--- src/rtl/magic_commit_buffer_if.sv ---
// magic_commit_buffer_if: dispatch, completion-bus and register-file write signals of the commit buffer.
interface magic_commit_buffer_if #(
    parameter int TAG_W = 3
);
    logic             flush;
    logic             dispatch_valid;
    logic             dispatch_ready;
    logic [4:0]       dispatch_rd_addr;
    logic [TAG_W-1:0] dispatch_tag;
    logic             cdb_valid;
    logic [TAG_W-1:0] cdb_tag;
    logic [31:0]      cdb_data;
    logic             rd_we;
    logic [4:0]       rd_addr;
    logic [31:0]      rd_wdata;
    logic [TAG_W:0]   count;

    modport master (
        output flush, dispatch_valid, dispatch_rd_addr, cdb_valid, cdb_tag, cdb_data,
        input  dispatch_ready, dispatch_tag, rd_we, rd_addr, rd_wdata, count
    );
    modport slave (
        input  flush, dispatch_valid, dispatch_rd_addr, cdb_valid, cdb_tag, cdb_data,
        output dispatch_ready, dispatch_tag, rd_we, rd_addr, rd_wdata, count
    );
endinterface

--- src/rtl/magic_commit_buffer.sv ---
// magic_commit_buffer: in-order commit buffer feeding the magic register file write port.
module magic_commit_buffer #(
    parameter int DEPTH = 8,
    parameter int TAG_W = $clog2(DEPTH)
) (
    input  logic                 clk,
    input  logic                 rst,
    magic_commit_buffer_if.slave bus
);
    typedef logic [TAG_W:0] ptr_t;

    ptr_t             head_q, head_d, tail_q, tail_d;
    logic [DEPTH-1:0] valid_q, valid_d, done_q, done_d;
    logic [4:0]       rd_q   [DEPTH];
    logic [31:0]      data_q [DEPTH];
    logic [TAG_W-1:0] head_idx, tail_idx;
    logic             full, dispatch_fire, cdb_fire, commit;

    assign head_idx = head_q[TAG_W-1:0];
    assign tail_idx = tail_q[TAG_W-1:0];
    assign full     = (head_idx == tail_idx) && (head_q[TAG_W] != tail_q[TAG_W]);

    // Reset also gates commit so the write port is quiet while rst is high.
    assign dispatch_fire = bus.dispatch_valid && !full && !bus.flush;
    assign cdb_fire      = bus.cdb_valid && valid_q[bus.cdb_tag] && !done_q[bus.cdb_tag] && !bus.flush;
    assign commit        = valid_q[head_idx] && done_q[head_idx] && !bus.flush && !rst;

    assign bus.dispatch_ready = !full;
    assign bus.dispatch_tag   = tail_idx;
    assign bus.count          = tail_q - head_q;
    assign bus.rd_we          = commit && (rd_q[head_idx] != 5'd0);
    assign bus.rd_addr        = commit ? rd_q[head_idx] : 5'd0;
    assign bus.rd_wdata       = commit ? data_q[head_idx] : 32'd0;

    always_comb begin
        valid_d = valid_q;
        done_d  = done_q;
        head_d  = head_q;
        tail_d  = tail_q;
        if (dispatch_fire) begin
            valid_d[tail_idx] = 1'b1;
            done_d[tail_idx]  = 1'b0;
            tail_d            = tail_q + ptr_t'(1);
        end
        if (cdb_fire)
            done_d[bus.cdb_tag] = 1'b1;
        if (commit) begin
            valid_d[head_idx] = 1'b0;
            done_d[head_idx]  = 1'b0;
            head_d            = head_q + ptr_t'(1);
        end
        if (bus.flush) begin
            valid_d = '0;
            done_d  = '0;
            head_d  = '0;
            tail_d  = '0;
        end
    end

    always_ff @(posedge clk) begin
        if (rst) begin
            head_q  <= '0;
            tail_q  <= '0;
            valid_q <= '0;
            done_q  <= '0;
        end else begin
            head_q  <= head_d;
            tail_q  <= tail_d;
            valid_q <= valid_d;
            done_q  <= done_d;
        end
    end

    always_ff @(posedge clk) begin
        if (dispatch_fire)
            rd_q[tail_idx] <= bus.dispatch_rd_addr;
        if (cdb_fire)
            data_q[bus.cdb_tag] <= bus.cdb_data;
    end

    always_ff @(posedge clk) begin
        if (!rst) begin
            assert (bus.count <= (TAG_W+1)'(DEPTH));
            assert (!(dispatch_fire && full));
            assert (!bus.rd_we || bus.rd_addr != 5'd0);
        end
    end
endmodule

--- src/flat_wrapper.sv ---
// flat-port wrapper written by rule: the top's interface ports become plain ports
module magic_commit_buffer_flat 
#(
    parameter int DEPTH = 8,
    parameter int TAG_W = $clog2(DEPTH)
)
  (clk, rst, bus_flush, bus_dispatch_valid, bus_dispatch_rd_addr, bus_cdb_valid, bus_cdb_tag, bus_cdb_data, bus_dispatch_ready, bus_dispatch_tag, bus_rd_we, bus_rd_addr, bus_rd_wdata, bus_count);
  magic_commit_buffer_if #(.TAG_W(TAG_W)) bus_i ();
  input  logic clk;
  input  logic rst;
  input wire logic [$bits(bus_i.flush)-1:0] bus_flush;
  input wire logic [$bits(bus_i.dispatch_valid)-1:0] bus_dispatch_valid;
  input wire logic [$bits(bus_i.dispatch_rd_addr)-1:0] bus_dispatch_rd_addr;
  input wire logic [$bits(bus_i.cdb_valid)-1:0] bus_cdb_valid;
  input wire logic [$bits(bus_i.cdb_tag)-1:0] bus_cdb_tag;
  input wire logic [$bits(bus_i.cdb_data)-1:0] bus_cdb_data;
  output wire logic [$bits(bus_i.dispatch_ready)-1:0] bus_dispatch_ready;
  output wire logic [$bits(bus_i.dispatch_tag)-1:0] bus_dispatch_tag;
  output wire logic [$bits(bus_i.rd_we)-1:0] bus_rd_we;
  output wire logic [$bits(bus_i.rd_addr)-1:0] bus_rd_addr;
  output wire logic [$bits(bus_i.rd_wdata)-1:0] bus_rd_wdata;
  output wire logic [$bits(bus_i.count)-1:0] bus_count;
  assign bus_i.flush = bus_flush;
  assign bus_i.dispatch_valid = bus_dispatch_valid;
  assign bus_i.dispatch_rd_addr = bus_dispatch_rd_addr;
  assign bus_i.cdb_valid = bus_cdb_valid;
  assign bus_i.cdb_tag = bus_cdb_tag;
  assign bus_i.cdb_data = bus_cdb_data;
  assign bus_dispatch_ready = bus_i.dispatch_ready;
  assign bus_dispatch_tag = bus_i.dispatch_tag;
  assign bus_rd_we = bus_i.rd_we;
  assign bus_rd_addr = bus_i.rd_addr;
  assign bus_rd_wdata = bus_i.rd_wdata;
  assign bus_count = bus_i.count;
  magic_commit_buffer #(.DEPTH(DEPTH), .TAG_W(TAG_W)) u_core (.clk(clk), .rst(rst), .bus(bus_i));
endmodule
--- config.mk ---
export PLATFORM = sky130hd
export DESIGN_NAME = magic_commit_buffer_flat
export DESIGN_NICKNAME = d
export VERILOG_FILES = /design/src/rtl/magic_commit_buffer_if.sv /design/src/rtl/magic_commit_buffer.sv /design/src/flat_wrapper.sv
export SDC_FILE = /design/constraint.sdc
export NUM_CORES = 1
export LEC_CHECK = 0
export CAP_MARGIN = 10
export CORE_MARGIN = 4
export CORE_UTILIZATION = 40
export CTS_CLUSTER_DIAMETER = 50
export DETAILED_ROUTE_END_ITERATION = 10
export GPL_ROUTABILITY_DRIVEN = 0
export PLACE_DENSITY_LB_ADDON = 0.2
export SLEW_MARGIN = 40
export SYNTH_ARGS = -nofsm -noshare
export SYNTH_HDL_FRONTEND = slang
export SYNTH_SLANG_ARGS = --single-unit
export TNS_END_PERCENT = 5
--- constraint.sdc ---
create_clock -name clk -period 4.62 [get_ports clk]
set_clock_uncertainty 0.15 [all_clocks]
set_input_delay 0.693 -clock clk [delete_from_list [all_inputs] [get_ports clk]]
set_output_delay 0.693 -clock clk [all_outputs]
set_load 0.05 [all_outputs]
==> results.json, run 1 <==
{
  "worst-r2r-cell-count": 6,
  "design.die.area_um2": 34900,
  "synth_sequential_area_ratio_pct": 73.7,
  "filler_cell_count": 2651,
  "drt_first_iter_violations": 470,
  "clkLatencyLatePin_ns": 0.51,
  "fp.coreArea_um2": 31600,
  "synthesis.yosys.warnings": 0,
  "multi_input_comb_area_um2": 3130,
  "post_cts_hold_buffer_count": 0,
  "wl_per_cell_um": 22.2,
  "clockRootBuffer": "sky130_fd_sc_hd__clkbuf_16",
  "timing.slew.headroom_pct": 51.7,
  "cp_slowest_stage_delay_ns": 0.83,
  "crit_path_top_delay_cell": "sky130_fd_sc_hd__clkdlybuf4s50_1",
  "run_status": "complete, no violations",
  "hold_viol_final": 0,
  "final_ant_viol_nets": 0,
  "hold-path-cell-count": 2,
  "ordered_cell_list_for_the_critical_path": "inv_1, mux4_2, and2_4, or3_4, a21oi_1, clkdlybuf4s50_1",
  "post_synth_inst_count": 710,
  "nets": 868,
  "antenna_cells_inserted": 0,
  "final_cell_mix": "sky130_fd_sc_hd__edfxtp_1 (296), sky130_fd_sc_hd__nand2_1 (82), sky130_fd_sc_hd__clkdlybuf4s50_1 (78)",
  "finalCoreUtilization_pct": 48.9,
  "postCtsSetupBuffers": 0,
  "total_leakage_power_uw": 0.00482,
  "detailed_route_via_count": 6802,
  "grt_pass1_wl_um": 42100,
  "vias_in_the_first_global_route": 7235,
  "io_pins": 91,
  "fmaxAchievable_ghz": 0.226,
  "ys_async_sr_fraction_pct": 0,
  "place.port_buffers": 90,
  "drc": 0,
  "mappedNetlistArea_um2": 12800,
  "layout.area.seq_um2": 9440,
  "cts_tree": "done",
  "finalSetupViolCount": 0,
  "cts_max_level": 2,
  "dp.final_hpwl_um": 15900,
  "critical_path.endpoint_type": "primary output",
  "gr-usage-all-layers_pct": 15.5,
  "synth_nets": 761,
  "postSynthAreaPerCell_um2": 18.0,
  "initial_standard_cell_utilization_of_the_core_pct": 40.6,
  "worst_ep_arrival_time_ns": 3.59,
  "final.setup.tns_ns": 0,
  "drive_above_1_share_pct": 22.6,
  "worstSetupPathType": "reg2out",
  "postSynthRegisterBits": 323,
  "drv.max_cap_violation_count": 0,
  "totalPowerFinal_uw": 6240,
  "placement_rows": 65,
  "rsz0062_at_grt": "false",
  "total_detailed_routing_wirelength_um": 27700,
  "syn2layout_area_growth_pct": 20.6,
  "clock_tree.buffer_depth": 3,
  "grt_antenna_before_repair": 2,
  "cts_made_buffers": 37,
  "finalWorstPathRequiredPeriod_ns": 4.43,
  "viasPerCell": 5.45,
  "maximum_fanout_along_the_worst_path": 29,
  "ys_dominant_reg_cell": "sky130_fd_sc_hd__edfxtp_1",
  "vdd_ir_drop_max_v": 0.000290,
  "slew_viol_final": 0,
  "cellPowerDensity_nw_per_um2": 404,
  "period_share_pct": 95.9,
  "drt_pre_antenna_iters": 4,
  "cts_repair_resize_count": 0,
  "min_path_type": "reg2reg",
  "layout_commonest_cell": "sky130_fd_sc_hd__edfxtp_1",
  "synth.lib_cells_used.distinct": 48,
  "synth_edf_count": 296,
  "worstPathRequired_ns": 3.78,
  "fp.dieW_um": 187,
  "setup.worst_path.start_class": "register",
  "cts.reportedPaths.clkPinSlew_ns": 0.06,
  "tightestPinTransition_ns": 0.722,
  "pin_count_of_the_biggest_net_entering_global_routing": 49,
  "die_h_um": 187,
  "grt_overflow": 0,
  "clkSinkCount": 323
}
-- cell type report --
class / instances / area share [%]
sequential: 323 / 61.1
multi-input combinational: 329 / 20.3
clock buffer: 49 / 6.76
timing repair buffer: 106 / 6.66
tap: 402 / 3.26
clock inverter: 19 / 1.41
inverter: 20 / 0.503
-- routing by layer --
layer / up-vias / wire [um] / GRT usage, %
met5: - / 34 / 0
met4: 4 / 559 / 4.12
met3: 52 / 1410 / 3.32
met2: 193 / 14000 / 26.2
met1: 3543 / 11700 / 20.5
li1: 3010 / - / -
-- worst paths after layout --
kind	start	endpoint	slack [ns]
min reg2reg	u_core.valid_q[2]	u_core.valid_q[2]	0.33
min	u_core.valid_q[2]	u_core.valid_q[2]	0.33
max reg2reg	u_core.head_q[2]	u_core.rd_q[1][2]	1.73
max	u_core.head_q[2]	bus_rd_wdata[4]	0.19
-- through the flow --
| step | hold slack (ns) | setup slack (ns) | cell area (um2) | std cells |
|---|---|---|---|---|
| after global routing | 0.374 | 0.0843 | 15400 | 1248 |
| final | 0.329 | 0.188 | 15400 | 1248 |
| after global placement | 0.302 | 0.478 | 14200 | 1180 |
| after detailed placement | 0.315 | 0.345 | 14200 | 1180 |
| after floorplan | 0.289 | 0.307 | 12800 | 710 |
| after CTS | 0.325 | 0.215 | 15400 | 1248 |
-- registers in the layout, summed over array words and instances, names as in the netlist, named ones only --
signal,count
u_core.tail_q,4
u_core.done_q,8
u_core.head_q,4
u_core.data_q,256
u_core.rd_q,40
u_core.valid_q,8
-- cell usage after synthesis (3+ instances only) --
| library cell | n | share of area [%] |
|---|---|---|
| sky130_fd_sc_hd__nand3_1 | 10 | 0.39 |
| sky130_fd_sc_hd__o21ai_0 | 8 | 0.31 |
| sky130_fd_sc_hd__buf_2 | 10 | 0.39 |
| sky130_fd_sc_hd__or2_2 | 3 | 0.15 |
| sky130_fd_sc_hd__nand4b_1 | 3 | 0.21 |
| sky130_fd_sc_hd__dfxtp_1 | 27 | 4.2 |
| sky130_fd_sc_hd__nor2b_1 | 4 | 0.20 |
| sky130_fd_sc_hd__buf_4 | 3 | 0.18 |
| sky130_fd_sc_hd__o211ai_1 | 4 | 0.23 |
| sky130_fd_sc_hd__buf_6 | 4 | 0.35 |
| sky130_fd_sc_hd__ha_1 | 5 | 0.49 |
| sky130_fd_sc_hd__inv_1 | 18 | 0.53 |
| sky130_fd_sc_hd__a21oi_1 | 26 | 1.0 |
| sky130_fd_sc_hd__a31oi_1 | 3 | 0.15 |
| sky130_fd_sc_hd__o31ai_1 | 6 | 0.35 |
| sky130_fd_sc_hd__clkbuf_1 | 18 | 0.53 |
| sky130_fd_sc_hd__buf_1 | 3 | 0.088 |
| sky130_fd_sc_hd__mux2i_1 | 9 | 0.70 |
| sky130_fd_sc_hd__or3_1 | 4 | 0.20 |
| sky130_fd_sc_hd__a21oi_2 | 20 | 1.4 |
| sky130_fd_sc_hd__nor2_1 | 32 | 0.94 |
| sky130_fd_sc_hd__xnor2_1 | 4 | 0.27 |
| sky130_fd_sc_hd__nor3_1 | 6 | 0.23 |
| sky130_fd_sc_hd__edfxtp_1 | 296 | 69 |
| sky130_fd_sc_hd__nand2_1 | 82 | 2.4 |
| sky130_fd_sc_hd__mux4_2 | 73 | 13 |
-- report_power, final --
group	internal, uW	leakage [uW]	switching (uW)
clock network	1830	0.000613	1120
logic	45.6	0.00133	61.7
registers	3190	0.00288	2.03
-- worst max-delay path: cells and delay by family, from the launching register on --
kind                   cells  cell delay [ns]
flip-flops                 1             0.57
AND/OR/NAND/NOR            2             0.82
multiplexers               1             0.36
buffers and inverters      2             1.03
AO/OA/AOI/OAI              1             0.26
-- logic make-up after synthesis --
group / synth area share (%)
simple gates: 5.50
fa+ha+maj: 0.645
flops: 73.7
compound gates: 4.01
buf+inv: 2.14
xor+xnor: 0.411
mux: 13.6
Power figures use the tool's default switching activity.
==> run 2, diff against run 1 <==
CAP_MARGIN = default   (was 10)
clock period = 5 ns   (was 4.62 ns; I/O delays follow)
==> results.json, run 2 (synthesis gave the netlist of run 1 again) <==
{
  "fp.dieW_um": 187,
  "min_path_type": "reg2reg",
  "vdd_ir_drop_max_v": 0.000183,
  "ordered_cell_list_for_the_critical_path": "inv_1, mux4_2, and2_4, or3_4, a21oi_1, clkdlybuf4s50_1",
  "io_pins": 91,
  "nets": 869,
  "filler_cell_count": 2624,
  "clockRootBuffer": "sky130_fd_sc_hd__clkbuf_16",
  "fp.coreArea_um2": 31600,
  "final_cell_mix": "sky130_fd_sc_hd__edfxtp_1 (296), sky130_fd_sc_hd__clkdlybuf4s50_1 (90), sky130_fd_sc_hd__nand2_1 (82)",
  "postCtsSetupBuffers": 0,
  "syn2layout_area_growth_pct": 19.4,
  "cts_made_buffers": 35,
  "clkLatencyLatePin_ns": 0.50,
  "cts.reportedPaths.clkPinSlew_ns": 0.06,
  "post_cts_hold_buffer_count": 0,
  "timing.slew.headroom_pct": 43.9,
  "clkSinkCount": 323,
  "gr-usage-all-layers_pct": 15.7,
  "met2_demand_to_capacity_share_in_global_routing_pct": 27.0,
  "pin_count_of_the_biggest_net_entering_global_routing": 49,
  "cts_repair_resize_count": 0,
  "cts_max_level": 2,
  "worstPathRequired_ns": 4.10,
  "place.port_buffers": 90,
  "largestRegisters": "u_core.data_q: 256 flops, u_core.rd_q: 40 flops",
  "r2r-end": "u_core.rd_q[1][0]",
  "setup.worst_path.start_class": "register",
  "critical_path.endpoint_type": "primary output",
  "vias_in_the_first_global_route": 7236,
  "final.setup.tns_ns": 0,
  "global_route.peak_usage_layer": "met2",
  "worst-r2r-cell-count": 6,
  "run_status": "complete, no violations",
  "hold_end": "u_core.valid_q[2]",
  "grt_overflow": 0,
  "finalWorstPathRequiredPeriod_ns": 4.50,
  "maximum_fanout_along_the_worst_path": 38,
  "largest_register_ffs": 256,
  "crit_path_top_delay_cell": "sky130_fd_sc_hd__clkdlybuf4s50_1",
  "clock_tree.buffer_depth": 3,
  "total_detailed_routing_wirelength_um": 27600,
  "cp_slowest_stage_delay_ns": 0.86,
  "antenna_cells_inserted": 0,
  "dp.final_hpwl_um": 16400,
  "drv.max_cap_violation_count": 0,
  "die_h_um": 187,
  "cellPowerDensity_nw_per_um2": 357,
  "r2r_slack_ns": 2.12,
  "drc": 0,
  "final_ant_viol_nets": 0,
  "cts_tree": "done",
  "finalSetupViolCount": 0,
  "tightestPinTransition_ns": 0.839,
  "critical_register_to_register_path_startpoint": "u_core.head_q[2]",
  "period_share_pct": 89.9,
  "placement_rows": 65,
  "wl_per_cell_um": 22.1,
  "hold-path-cell-count": 2,
  "grt_pass1_wl_um": 42600,
  "slew_viol_final": 0,
  "hp-start": "u_core.valid_q[2]",
  "hold_viol_final": 0,
  "design.die.area_um2": 34900,
  "layout_commonest_cell": "sky130_fd_sc_hd__edfxtp_1",
  "rsz0062_at_grt": "false",
  "initial_standard_cell_utilization_of_the_core_pct": 40.6,
  "finalCoreUtilization_pct": 48.4,
  "worstSetupPathType": "reg2out",
  "drive_above_1_share_pct": 21.4,
  "fmaxAchievable_ghz": 0.222,
  "grtUsageMet1_pct": 21.0,
  "grt_antenna_before_repair": 1,
  "grt_use_met3_pct": 2.99,
  "worst_ep_arrival_time_ns": 3.60,
  "viasPerCell": 5.38,
  "top_register_by_number_of_flip_flops": "u_core.data_q",
  "drt_pre_antenna_iters": 5,
  "total_leakage_power_uw": 0.00474,
  "detailed_route_via_count": 6701,
  "drt_first_iter_violations": 486
}
run 2: cell type report:
| class | count | area [um2] | share of cell area, % |
|---|---|---|---|
| flip-flops and latches | 323 | 9440 | 61.7 |
| clock buffers | 44 | 993 | 6.50 |
| well taps | 402 | 503 | 3.29 |
| multi-input cells | 329 | 3120 | 20.4 |
| repair buffers | 109 | 1060 | 6.91 |
| inverters | 20 | 77.6 | 0.507 |
| clock inverters | 19 | 98.8 | 0.647 |
run 2: worst max path at each step:
| stage | start | end | slack (ns) | cells past startpoint |
|---|---|---|---|---|
| after floorplan | bus_cdb_tag[1] | u_core.data_q[2][0] | 0.63 | 4 |
| after global placement | bus_flush | bus_rd_wdata[30] | 0.59 | 5 |
| after detailed placement | bus_flush | bus_rd_wdata[30] | 0.59 | 5 |
| after CTS | u_core.head_q[2] | bus_rd_wdata[30] | 0.48 | 6 |
| after global routing | u_core.head_q[2] | bus_rd_wdata[30] | 0.35 | 6 |
| final | u_core.head_q[2] | bus_rd_wdata[30] | 0.50 | 6 |
run 2: worst max-delay path: cells and delay by family, from the launching register on:
family                 cells  cell delay (ns)
and+or+nand+nor            2             0.84
DFF                        1             0.58
AOI/OAI and AO/OA          1             0.29
muxes                      1             0.34
buffers and inverters      2             1.04
run 2: through the flow:
step | area [um2] | setup slack (ns) | std cells | hold WS (ns) | total power, uW
after detailed placement | 14200 | 0.586 | 1183 | 0.332 | 3110
final | 15300 | 0.503 | 1246 | 0.336 | 5450
after floorplan | 12800 | 0.630 | 710 | 0.289 | 3030
after global placement | 14200 | 0.593 | 1183 | 0.309 | 3100
after global routing | 15300 | 0.346 | 1246 | 0.375 | 5630
after CTS | 15300 | 0.482 | 1246 | 0.340 | 5510
run 2: where the power goes:
part           leakage, uW  internal [uW]  switching (uW)
clock             0.000535           1410             993
sequential         0.00288           2950            1.80
combinational      0.00132           42.5            57.3
run 2: metal layers:
metal | vias to the layer above | part of all wire, %
li1 | 3004 | -
met1 | 3454 | 43
met2 | 196 | 51
met3 | 45 | 4.5
met4 | 2 | 1.8
met5 | - | 0.047
==> run 3, diff against run 2 <==
ABC_CLOCK_PERIOD_IN_PS = 5000   (was default)
==> results of run 3 <==
Final layout, timing and power as in run 2 (identical DEF).
